`src/rtl/ldl_crc_stream.sv`:
```
// Streaming CRC engine: folds one DW-bit beat per cycle into an accumulator, finalizes on the last beat.
// Latency: crc_valid rises the cycle after the last beat is accepted; back-to-back results have no bubble.
// Backpressure: s_ready drops while a result is held and crc_ready is low, and whenever clear is high.
module ldl_crc_stream #(
    parameter int            DW      = 32,
    parameter int            CW      = 32,
    parameter logic [CW-1:0] POLY    = 32'h04C11DB7,
    parameter logic [CW-1:0] INIT    = 32'hFFFFFFFF,
    parameter logic [CW-1:0] XOROUT  = 32'hFFFFFFFF,
    parameter bit            REFIN   = 1'b1,
    parameter bit            REFOUT  = 1'b1,
    parameter logic [CW-1:0] RESIDUE = 32'h2144DF1C
) (
    input  logic            clk,
    input  logic            rst,
    input  logic            clear,
    input  logic            s_valid,
    output logic            s_ready,
    input  logic [DW-1:0]   s_data,
    input  logic [DW/8-1:0] s_keep,
    input  logic            s_last,
    output logic            crc_valid,
    input  logic            crc_ready,
    output logic [CW-1:0]   crc_out,
    output logic            crc_match
);

    localparam int NB = DW / 8;

    typedef enum logic {ACCUM, HOLD} state_t;

    state_t          state;
    logic [CW-1:0]   acc;
    logic [CW-1:0]   acc_next;
    logic [CW-1:0]   fin;
    logic [NB-1:0]   byte_en;
    logic            accept;

    // Bit-serial LFSR unrolled over every enabled byte; a disabled byte contributes no shifts.
    function automatic logic [CW-1:0] crc_step(input logic [CW-1:0] a,
                                               input logic [DW-1:0] d,
                                               input logic [NB-1:0] en);
        logic [CW-1:0] c;
        logic          fb;
        c = a;
        for (int i = 0; i < NB; i++) begin
            if (en[i]) begin
                for (int j = 0; j < 8; j++) begin
                    fb = c[CW-1] ^ (REFIN ? d[8*i+j] : d[8*i+7-j]);
                    c  = {c[CW-2:0], 1'b0} ^ (fb ? POLY : '0);
                end
            end
        end
        return c;
    endfunction

    function automatic logic [CW-1:0] rev(input logic [CW-1:0] v);
        logic [CW-1:0] r;
        for (int i = 0; i < CW; i++) begin
            r[i] = v[CW-1-i];
        end
        return r;
    endfunction

    assign byte_en   = s_last ? s_keep : '1;
    assign acc_next  = crc_step(acc, s_data, byte_en);
    assign fin       = (REFOUT ? rev(acc_next) : acc_next) ^ XOROUT;
    assign s_ready   = !clear && ((state == ACCUM) || crc_ready);
    assign accept    = s_valid && s_ready;
    assign crc_valid = (state == HOLD);

    always_ff @(posedge clk or posedge rst) begin
        if (rst) begin
            state     <= ACCUM;
            acc       <= INIT;
            crc_out   <= '0;
            crc_match <= 1'b0;
        end else if (clear) begin
            state <= ACCUM;
            acc   <= INIT;
        end else begin
            if (state == HOLD && crc_ready) begin
                state <= ACCUM;
            end
            // A last beat accepted while the old result drains keeps HOLD and replaces the result.
            if (accept) begin
                if (s_last) begin
                    acc       <= INIT;
                    crc_out   <= fin;
                    crc_match <= (fin == RESIDUE);
                    state     <= HOLD;
                end else begin
                    acc <= acc_next;
                end
            end
        end
    end

`ifndef SYNTHESIS
    localparam logic [NB-1:0] KEEP_ONE = 1;

    keep_contig_a: assert property (@(posedge clk) disable iff (rst)
        (s_valid && s_ready && s_last) |-> ((s_keep & (s_keep + KEEP_ONE)) == '0))
        else $error("non-contiguous s_keep on last beat");
`endif

endmodule

```
`config.mk`:
```
export PLATFORM = sky130hd
export DESIGN_NAME = ldl_crc_stream
export DESIGN_NICKNAME = d
export VERILOG_FILES = /design/src/rtl/ldl_crc_stream.sv
export SDC_FILE = /design/constraint.sdc
export NUM_CORES = 1
export LEC_CHECK = 0
export BUFFER_PORTS_ARGS = -buffer_cell sky130_fd_sc_hd__buf_2
export CELL_PAD_IN_SITES_DETAIL_PLACEMENT = 0
export CELL_PAD_IN_SITES_GLOBAL_PLACEMENT = 1
export CORE_ASPECT_RATIO = 0.6
export CORE_MARGIN = 2
export CORE_UTILIZATION = 40
export DETAILED_ROUTE_END_ITERATION = 10
export PLACE_DENSITY = 0.81
export SLEW_MARGIN = 30
export SYNTH_ARGS = -nofsm -noshare
export SYNTH_HDL_FRONTEND = slang
export SYNTH_SLANG_ARGS = --single-unit
```
`constraint.sdc`:
```
create_clock -name clk -period 8.82 [get_ports clk]
set_clock_uncertainty 0.2 [all_clocks]
set_input_delay 2.646 -clock clk [delete_from_list [all_inputs] [get_ports clk]]
set_output_delay 2.646 -clock clk [all_outputs]
set_load 0.01 [all_outputs]
```
==> results of run 1 <==
[how the worst max path moves through the flow]
stage,start,endpoint,cells past startpoint
2_1_floorplan,s_data[5],crc_match,16
3_3_place_gp,s_last,crc_match,19
3_5_place_dp,s_last,crc_match,20
4_1_cts,s_last,crc_match,20
5_1_grt,s_last,crc_match,19
6_report,s_data[6],crc_match,19
[per-stage QoR]
step / instances / hold WS, ns / cell area, sq um / util [%] / TNS, ns
6_report: 1236 / 0.279 / 9610 / 47.4 / 0
5_1_grt: 1235 / 0.309 / 9610 / 47.4 / -0.00497
4_1_cts: 1235 / 0.282 / 9590 / 47.3 / 0
3_5_place_dp: 1219 / 0.265 / 9300 / 45.9 / 0
3_3_place_gp: 1219 / 0.261 / 9300 / 45.9 / 0
2_1_floorplan: 864 / 0.287 / 8360 / - / 0
[per-layer routing]
metal	part of all wire, %	track usage [%]	vias up
met3	11	7.30	8
met2	37	31.8	295
li1	-	-	3179
met5	0	0	-
met1	51	42.0	3318
met4	0.26	2.33	0
[layout by cell type, fill, tap and decap left out, drive strengths merged, types with 4 or more instances in the layout]
cell type and instances:
and2 5, a21o 5, nand4 7, nor4 5, mux2i 46, o211ai 5, nor2 92, nor3 8
or3 5, a21oi 70, o21ai 52, xnor3 42, o32a 5, xnor2 137, xor3 14, xor2 70
dfrtp 34, a211oi 6, o21a 7, inv 5, a31oi 4, mux2 20, clkbuf 11, a211o 4
nand2 79, buf 128, nand2b 10, dfstp 32, nand3 11, nor2b 10
[critical path, cell delays in order]
cell and delay (ns):
buf_2 0.12, xnor2_2 0.45, xnor3_1 0.52, o21a_1 0.31, xnor2_4 0.23, xnor2_1 0.37
xnor3_1 0.35, a21oi_2 0.37, xnor3_2 0.55, mux2i_2 0.27, o2111ai_4 0.26, xor2_4 0.34
buf_4 0.23, xnor3_1 0.39, mux2i_1 0.37, nand4_1 0.15, nor2_1 0.16, nand4_1 0.11
o31ai_2 0.18
[kinds of logic after synthesis]
group	after synthesis	synth area share, %
muxes	66	9.04
xor gates and xnor gates	263	41.0
AOI/OAI and AO/OA	176	13.6
DFF	66	20.2
and+or+nand+nor	244	13.7
buffers and inverters	49	2.44
[flip-flops by register name, summed over array words and instances (netlist names)]
name / flops
acc: 32
crc_match: 1
crc_out: 32
crc_valid: 1
[layout make-up]
| type | count | area, sq um | area share (%) |
|---|---|---|---|
| clock inverter | 5 | 35.0 | 0.364 |
| timing repair buffer | 128 | 771 | 8.02 |
| sequential | 66 | 1690 | 17.6 |
| inverter | 3 | 11.3 | 0.117 |
| antenna | 1 | 2.50 | 0.0260 |
| clock buffer | 11 | 253 | 2.63 |
| multi-input combinational | 749 | 6510 | 67.7 |
| tap | 273 | 342 | 3.55 |
==> metrics.md, run 1 <==
| Metric | Value |
|---|---|
| Slew HR | 36.2% |
| Area leader, netlist | xnor2_1 |
| Via density | 5.50 |
| Post-CTS setup buffers | 0 |
| Std cell rows | 40 |
| Max H-tree Level | 3 |
| GRT Util Overall | 25.3% |
| Slew of the pin with the lowest slew margin | 0.947 ns |
| Outcome | finished clean |
| Reg-to-reg endpoint | crc_match |
| Final GP Congestion | 0.962 |
| Flop and latch count out of synthesis | 66 |
| Antenna viol nets, final | 0 |
| FF-to-FF Start | acc[29] |
| Resize count post-CTS | 0 |
| Initial antenna violation count | 0 |
| Hold-critical path depth | 2 |
| IO Count | 77 |
| Maximum buffer depth of the clock tree | 2 |
| Iteration-0 DRC count of the detailed router | slightly above 900 |
| Max-Cap Viols | 0 |
| Layout Nets | 999 |
| Die area | ~22000 sq um |
| Pre-antenna DRT Iters | 5 |
| GRT overflow | 0 |
| Count leader, synth | xnor2_1 |
| Number of fillers in the final layout | slightly below 2000 |
| Minimum clock period | about 8.4 ns |
| Final Setup Violations | 0 |
| Sequential fraction of the synthesis area | 20.2% |
| CORE AREA | just over 20000 sq um |
| Pre-CTS WS | 0.0968 ns |
| Crit path DAT | approximately 8.4 ns |
| CP max FO | 8 |
| DRC | 0 |
| Hold_buf cts | 0 |
| Count of buffers from port buffering | 76 |
| DRT Wirelength | 27400 um |
| Global-route wire length before repair | about 41000 um |
| R2R depth | 18 |
| CP Class | in2reg |
| Root Buffer | clkbuf_16 |
| Die H | 116 um |
| Area delta synth->final | 15.0% |
| Synth async-reset ratio | 100% |
| Slew Limit Fails | 0 |
| Largest net degree at the start of global routing | 67 |
| Synth cell count leaders | 118 x xnor2_1, 90 x nor2_1, 79 x nand2_1 |
| Routed WL per cell | 22.2 um |
| Die width | 191 um |
| Worst hold path endpoint | crc_out[16] |
| Critical path required time | ~8.9 ns |
| Vias after detailed routing | 6800 |
| Mapped Cells | 864 |
| Layout cells sized above 1 | 28.1% |
| Dominant synthesized flop cell | dfrtp_1 |
| Post-synth EDFFs | 0 |
| Clock latency at the later pin of the worst-skew pair | 0.33 ns |
| Synth unique cells | between 70 and 80 |
| Ranking of synthesized cells by area | xnor2_1 12%, xnor3_1 11%, dfrtp_1 10% |
| Mapped cell area | 8360 sq um |
| Setup slack after layout | 0.458 ns |
| R2R setup slack | 2.41 ns |
| Synth Warn # | 0 |
| Ratio of final minimum period to clock period | 94.8% |
| Clock Sinks | 66 |
| Top cell type's share of synthesized area | 12.4% |
| Total CTS buffers | 9 |
| Startpoint types | primary input |
| Average size of a mapped cell | 9.68 sq um |
| Syn Nets | 906 |
| Initial Util | 41.2% |
| Final hold vios | 0 |
| DP HPWL | 22600 um |
| Fmax | around 120 MHz |
| Vias in the first global route | ~6200 |
| Crit. End Element | register |
| Clock transition at the registers of the reported paths | 0.06 ns |
| Hold/Removal Path Class | reg2reg |
| HP Start | crc_out[16] |
| CTS tree | yes |
Power of run 1 is left out: the tool's default activity adds up to more than one toggle a clock period on the data nets, which glitch-free logic cannot reach.
==> run 2: changes to the inputs <==
--- a/config.mk
+++ b/config.mk
@@ -6,14 +6,13 @@
 export NUM_CORES = 1
 export LEC_CHECK = 0
 export BUFFER_PORTS_ARGS = -buffer_cell sky130_fd_sc_hd__buf_2
-export CELL_PAD_IN_SITES_DETAIL_PLACEMENT = 0
-export CELL_PAD_IN_SITES_GLOBAL_PLACEMENT = 1
 export CORE_ASPECT_RATIO = 0.6
 export CORE_MARGIN = 2
 export CORE_UTILIZATION = 40
 export DETAILED_ROUTE_END_ITERATION = 10
-export PLACE_DENSITY = 0.81
+export PLACE_DENSITY = 0.68
 export SLEW_MARGIN = 30
 export SYNTH_ARGS = -nofsm -noshare
 export SYNTH_HDL_FRONTEND = slang
 export SYNTH_SLANG_ARGS = --single-unit
+export TNS_END_PERCENT = 30
==> run 2 against run 1 <==
Against the previous run:
- die area did not move
- sequential share of layout area grew 0.090 points
- critical endpoint unchanged
- cell area fell by 0.51%
==> metrics.md, run 2 (same netlist as run 1, synthesis figures left out) <==
| Metric | Value |
|---|---|
| CP Class | in2reg |
| Outcome | finished clean |
| IO Count | 77 |
| Die H | 116 um |
| Routed WL per cell | 22.0 um |
| Vias after detailed routing | between 6000 and 7000 |
| Cell Count Post-Placement | ~1200 |
| Filler-free cell count of the finished design | 1235 |
| Crit path DAT | about 8.2 ns |
| Area delta synth->final | 14.4% |
| Layout cells sized above 1 | 27.8% |
| Most frequent cells in the layout | 118 x xnor2_1, 90 x nor2_1, 79 x nand2_1 |
| Slew HR | 37.6% |
| Die width | 191 um |
| CORE AREA | 20300 sq um |
| CP max FO | 8 |
| Area of the multi-input gates | 6480 sq um |
| Final hold vios | 0 |
| Hold_buf cts | 0 |
| Layout Nets | around 1000 |
| Hold/Removal Path Class | reg2reg |
| DRT Wirelength | 27100 um |
| Pre-CTS WS | 0.407 ns |
| Root Buffer | clkbuf_16 |
| Reg-to-reg endpoint | crc_match |
| Commonest non-fill, non-tap cell in the layout | xnor2_1 |
| Final Setup Violations | 0 |
| Clock Sinks | 66 |
| Count of buffers from port buffering | 76 |
| Crit. End Element | register |
| Ratio of final minimum period to clock period | 92.7% |
| Initial antenna violation count | 0 |
| Via density | 5.55 |
| Antenna viol nets, final | 0 |
| Final GP Congestion | 0.991 |
| Critical path endpoint | crc_match |
| R2R setup slack | 2.40 ns |
| Vias in the first global route | 6238 |
| Global-route wire length before repair | 39900 um |
| Antenna Cells | 0 |
| RSZ-0062 raised after global routing | false |
| Setup slack after layout | 0.640 ns |
| Maximum buffer depth of the clock tree | 2 |
| Startpoint types | primary input |
| Iteration-0 DRC count of the detailed router | 953 |
| Max-Cap Viols | 0 |
| GRT overflow | 0 |
| Critical path required time | 8.86 ns |
| Total CTS buffers | 9 |
| Largest net degree at the start of global routing | between 60 and 70 |
| Post-CTS setup buffers | 0 |
| Clock latency at the later pin of the worst-skew pair | 0.34 ns |
| Register area | around 1700 sq um |
| Die area | around 22000 sq um |
| Setup_tns | 0 ns |
| Number of fillers in the final layout | 1955 |
| DP HPWL | around 22000 um |
| Fmax | about 120 MHz |
| Worst hold slack | 0.275 ns |
| GRT Util Overall | about a quarter |
| Pre-antenna DRT Iters | 7 |
| Regs by FF count | acc (32), crc_out (32) |
| FF-to-FF Start | acc[29] |
| Minimum clock period | 8.18 ns |
| Clock transition at the registers of the reported paths | approximately 0.05 ns |
| R2R depth | 18 |
| Initial Util | 41.2% |
| Hold-critical path depth | 2 |
| Slew of the pin with the lowest slew margin | 0.926 ns |
| Slew Limit Fails | 0 |
| Resize count post-CTS | 0 |
| Max H-tree Level | 3 |
| CTS tree | yes |
| Critical Path Source | s_data[6] |
| Std cell rows | 40 |
| DRC | 0 |
-- run 2: stage by stage --
step                instance area (sq um)  util, %
floorplan                            8360        -
global placement                     9300     45.9
detailed placement                   9300     45.9
CTS                                  9560     47.2
global route                         9560     47.2
finish                               9560     47.2
-- run 2: routing by layer --
metal	global-route usage [%]	vias to the layer above	routed length (um)
met1	39.5	3301	13100
met5	0	-	0
li1	-	3171	-
met4	2.17	0	113
met2	32.0	370	10000
met3	9.21	16	3950
-- run 2: worst min path at each step --
stage                     slack (ns)   startpoint           to
final                           0.27   crc_out[0]   crc_out[0]
after global routing            0.30   crc_out[7]   crc_out[7]
after CTS                       0.28   crc_out[0]   crc_out[0]
after detailed placement        0.27   crc_out[0]   crc_out[0]
after global placement          0.27  crc_out[23]  crc_out[23]
after floorplan                 0.29      acc[11]      acc[11]
-- run 2: critical path, cell delays in order --
cell and delay (ns):
buf_2 0.12, xnor2_2 0.26, buf_4 0.21, xnor2_4 0.15, xnor3_2 0.46, a211oi_2 0.43, nor2_4 0.10, xnor3_1 0.48
a21oi_2 0.36, xnor3_2 0.56, mux2i_2 0.27, o2111ai_4 0.26, xor2_4 0.35, buf_4 0.21, xnor3_1 0.38, mux2i_1 0.32
nand4_1 0.15, nor2_1 0.17, nand4_1 0.11, o31ai_2 0.20
-- run 2: final cells by class --
| type | count | area share, % |
|---|---|---|
| Multi-Input combinational cell | 749 | 67.8 |
| Clock inverter | 5 | 0.327 |
| Clock buffer | 11 | 2.43 |
| Tap cell | 273 | 3.57 |
| Inverter | 3 | 0.118 |
| Sequential cell | 66 | 17.7 |
| Timing Repair Buffer | 128 | 8.06 |
Power of run 2 is left out for the same reason.
==> run 3: changes to the inputs <==
--- a/config.mk
+++ b/config.mk
@@ -6,12 +6,13 @@
 export NUM_CORES = 1
 export LEC_CHECK = 0
 export BUFFER_PORTS_ARGS = -buffer_cell sky130_fd_sc_hd__buf_2
+export CELL_PAD_IN_SITES_DETAIL_PLACEMENT = 1
+export CELL_PAD_IN_SITES_GLOBAL_PLACEMENT = 1
 export CORE_ASPECT_RATIO = 0.6
 export CORE_MARGIN = 2
 export CORE_UTILIZATION = 40
 export DETAILED_ROUTE_END_ITERATION = 10
-export PLACE_DENSITY = 0.68
-export SLEW_MARGIN = 30
+export PLACE_DENSITY = 0.81
 export SYNTH_ARGS = -nofsm -noshare
 export SYNTH_HDL_FRONTEND = slang
 export SYNTH_SLANG_ARGS = --single-unit
==> run 3 against run 2 <==
Against the previous run:
- register-to-register slack lost 0.14 ns
- global-route usage rose by 3.1 points
- cell count unchanged
- first-iteration DRC count down 22%
- fmax shrank 3.5%
- wire length rose by 11%
- critical path depth is 1 lower
- non-clock buffer count unchanged
- count of clock-buffer cells in the layout fell by 1
- cell area grew 0.68%
==> metrics.md, run 3 (same netlist as run 1, synthesis figures left out) <==
| Metric | Value |
|---|---|
| Setup_tns | 0 ns |
| Maximum buffer depth of the clock tree | 2 |
| DRC | 0 |
| Outcome | finished clean |
| RSZ-0062 raised after global routing | false |
| Pre-CTS WS | -0.0715 ns |
| Routed WL per cell | 24.4 um |
| Hold_buf cts | 0 |
| Clock transition at the registers of the reported paths | 0.06 ns |
| GRT Util Overall | 27.9% |
| Critical Path Source | s_data[6] |
| Busiest grt layer | met1 |
| GR Util met1 | 42.8% |
| Final Setup Violations | 0 |
| Initial Util | a little over 40% |
| Area delta synth->final | 15.2% |
| Regs by FF count | acc (32), crc_out (32) |
| Iteration-0 DRC count of the detailed router | 742 |
| Root Buffer | clkbuf_16 |
| Vias in the first global route | 6997 |
| Critical path required time | 8.87 ns |
| FF-to-FF Start | acc[29] |
| Final hold vios | 0 |
| Reg-to-reg endpoint | crc_match |
| Setup slack after layout | about 0.34 ns |
| Die width | 191 um |
| Antenna viol nets, final | 0 |
| Most frequent cells in the layout | 118 x xnor2_1, 90 x nor2_1, 79 x nand2_1 |
| Initial antenna violation count | 0 |
| Die H | 116 um |
| GRT overflow | 0 |
| Final GP Congestion | 0.962 |
| Met3 Use GR | 8.57% |
| R2R setup slack | between 2 and 2.5 ns |
| R2R depth | 18 |
| Met2 usage | 39.6% |
| Clock Sinks | 66 |
| Layout cells sized above 1 | 28.1% |
| Clock latency at the later pin of the worst-skew pair | 0.34 ns |
| Fmax | 118 MHz |
| IO Count | 77 |
| Crit path DAT | 8.52 ns |
| Worst hold path endpoint | crc_out[24] |
| Layout Nets | 999 |
| Std cell rows | 40 |
| Vias after detailed routing | 7008 |
| Ratio of final minimum period to clock period | 96.1% |
| Antenna Cells | 0 |
| Via density | 5.67 |
| Pre-antenna DRT Iters | 5 |
| Global-route wire length before repair | ~45000 um |
| Crit. End Element | register |
| CP Class | in2reg |
| Minimum clock period | between 8 and 9 ns |
| CORE AREA | 20300 sq um |
| Total CTS buffers | 9 |
| HP Start | crc_out[24] |
| Largest net degree at the start of global routing | 67 |
| Slew HR | between 30% and 40% |
| Commonest non-fill, non-tap cell in the layout | xnor2_1 |
| Hold-critical path depth | 1 |
| Count of buffers from port buffering | 76 |
| Die area | 22100 sq um |
| CP max FO | 8 |
| Slew of the pin with the lowest slew margin | 1.01 ns |
| Startpoint types | primary input |
| Finished Cell Area | 9630 sq um |
| Max H-tree Level | 3 |
| DP HPWL | 24800 um |
| Slew Limit Fails | 0 |
| Hold/Removal Path Class | reg2reg |
| Cell Area, Placed | 9300 sq um |
| CTS tree | yes |
| DRT Wirelength | roughly 30000 um |
| Max-Cap Viols | 0 |
-- run 3: changes by cell type in the layout (fill, tap and decap cells not counted), sizes merged --
| cell | delta |
|---|---|
| bufinv | +1 |
| clkbuf | -1 |
| clkinv | -2 |
| clkinvlp | +1 |
| inv | +1 |
-- run 3: final cells by class --
cell class / instances / area (sq um)
Fill cell: 2306 / 10600
Multi-Input combinational cell: 749 / 6510
Sequential cell: 66 / 1690
Timing Repair Buffer: 128 / 771
Tap cell: 273 / 342
Clock buffer: 10 / 239
Clock inverter: 6 / 63.8
Inverter: 3 / 11.3
-- run 3: through the flow --
stage               hold slack (ns)  utilization, %  std cells
floorplan                     0.287               -        864
global placement              0.261            45.9       1219
detailed placement            0.265            45.9       1219
CTS                           0.276            47.4       1235
global route                  0.302            47.5       1235
finish                        0.272            47.5       1235
-- run 3: critical path: stages --
cell and delay, ns:
buf_2 0.12, xnor2_2 0.46, xnor3_1 0.50, o21a_1 0.33, xnor2_4 0.25, xnor2_1 0.39
xnor3_1 0.35, a21oi_2 0.37, xnor3_2 0.55, mux2i_2 0.26, o2111ai_4 0.26, xor2_4 0.35
buf_4 0.22, xnor3_1 0.41, mux2i_1 0.40, nand4_1 0.17, nor2_1 0.15, nand4_1 0.11
o31ai_2 0.20
-- run 3: worst max-delay path by stage --
| stage | end | slack, ns | cells after the start |
|---|---|---|---|
| floorplan | crc_match | 1.17 | 16 |
| global placement | crc_match | 0.13 | 19 |
| detailed placement | crc_match | -0.07 | 20 |
| CTS | crc_match | 0.33 | 20 |
| global route | crc_match | 0.04 | 19 |
| finish | crc_match | 0.34 | 19 |
-- run 3: repair_timing --
item,CTS,global route
endpoints found under the hold margin,0,0
setup endpoints to repair,0,1
gates resized for setup,0,3
setup buffers,0,0
-- run 3: layer usage --
layer	vias up	share of wire [%]
met5	-	0
met4	0	0.35
met3	12	11
met2	271	40
met1	3556	48
li1	3169	-
Power of run 3 is left out for the same reason.
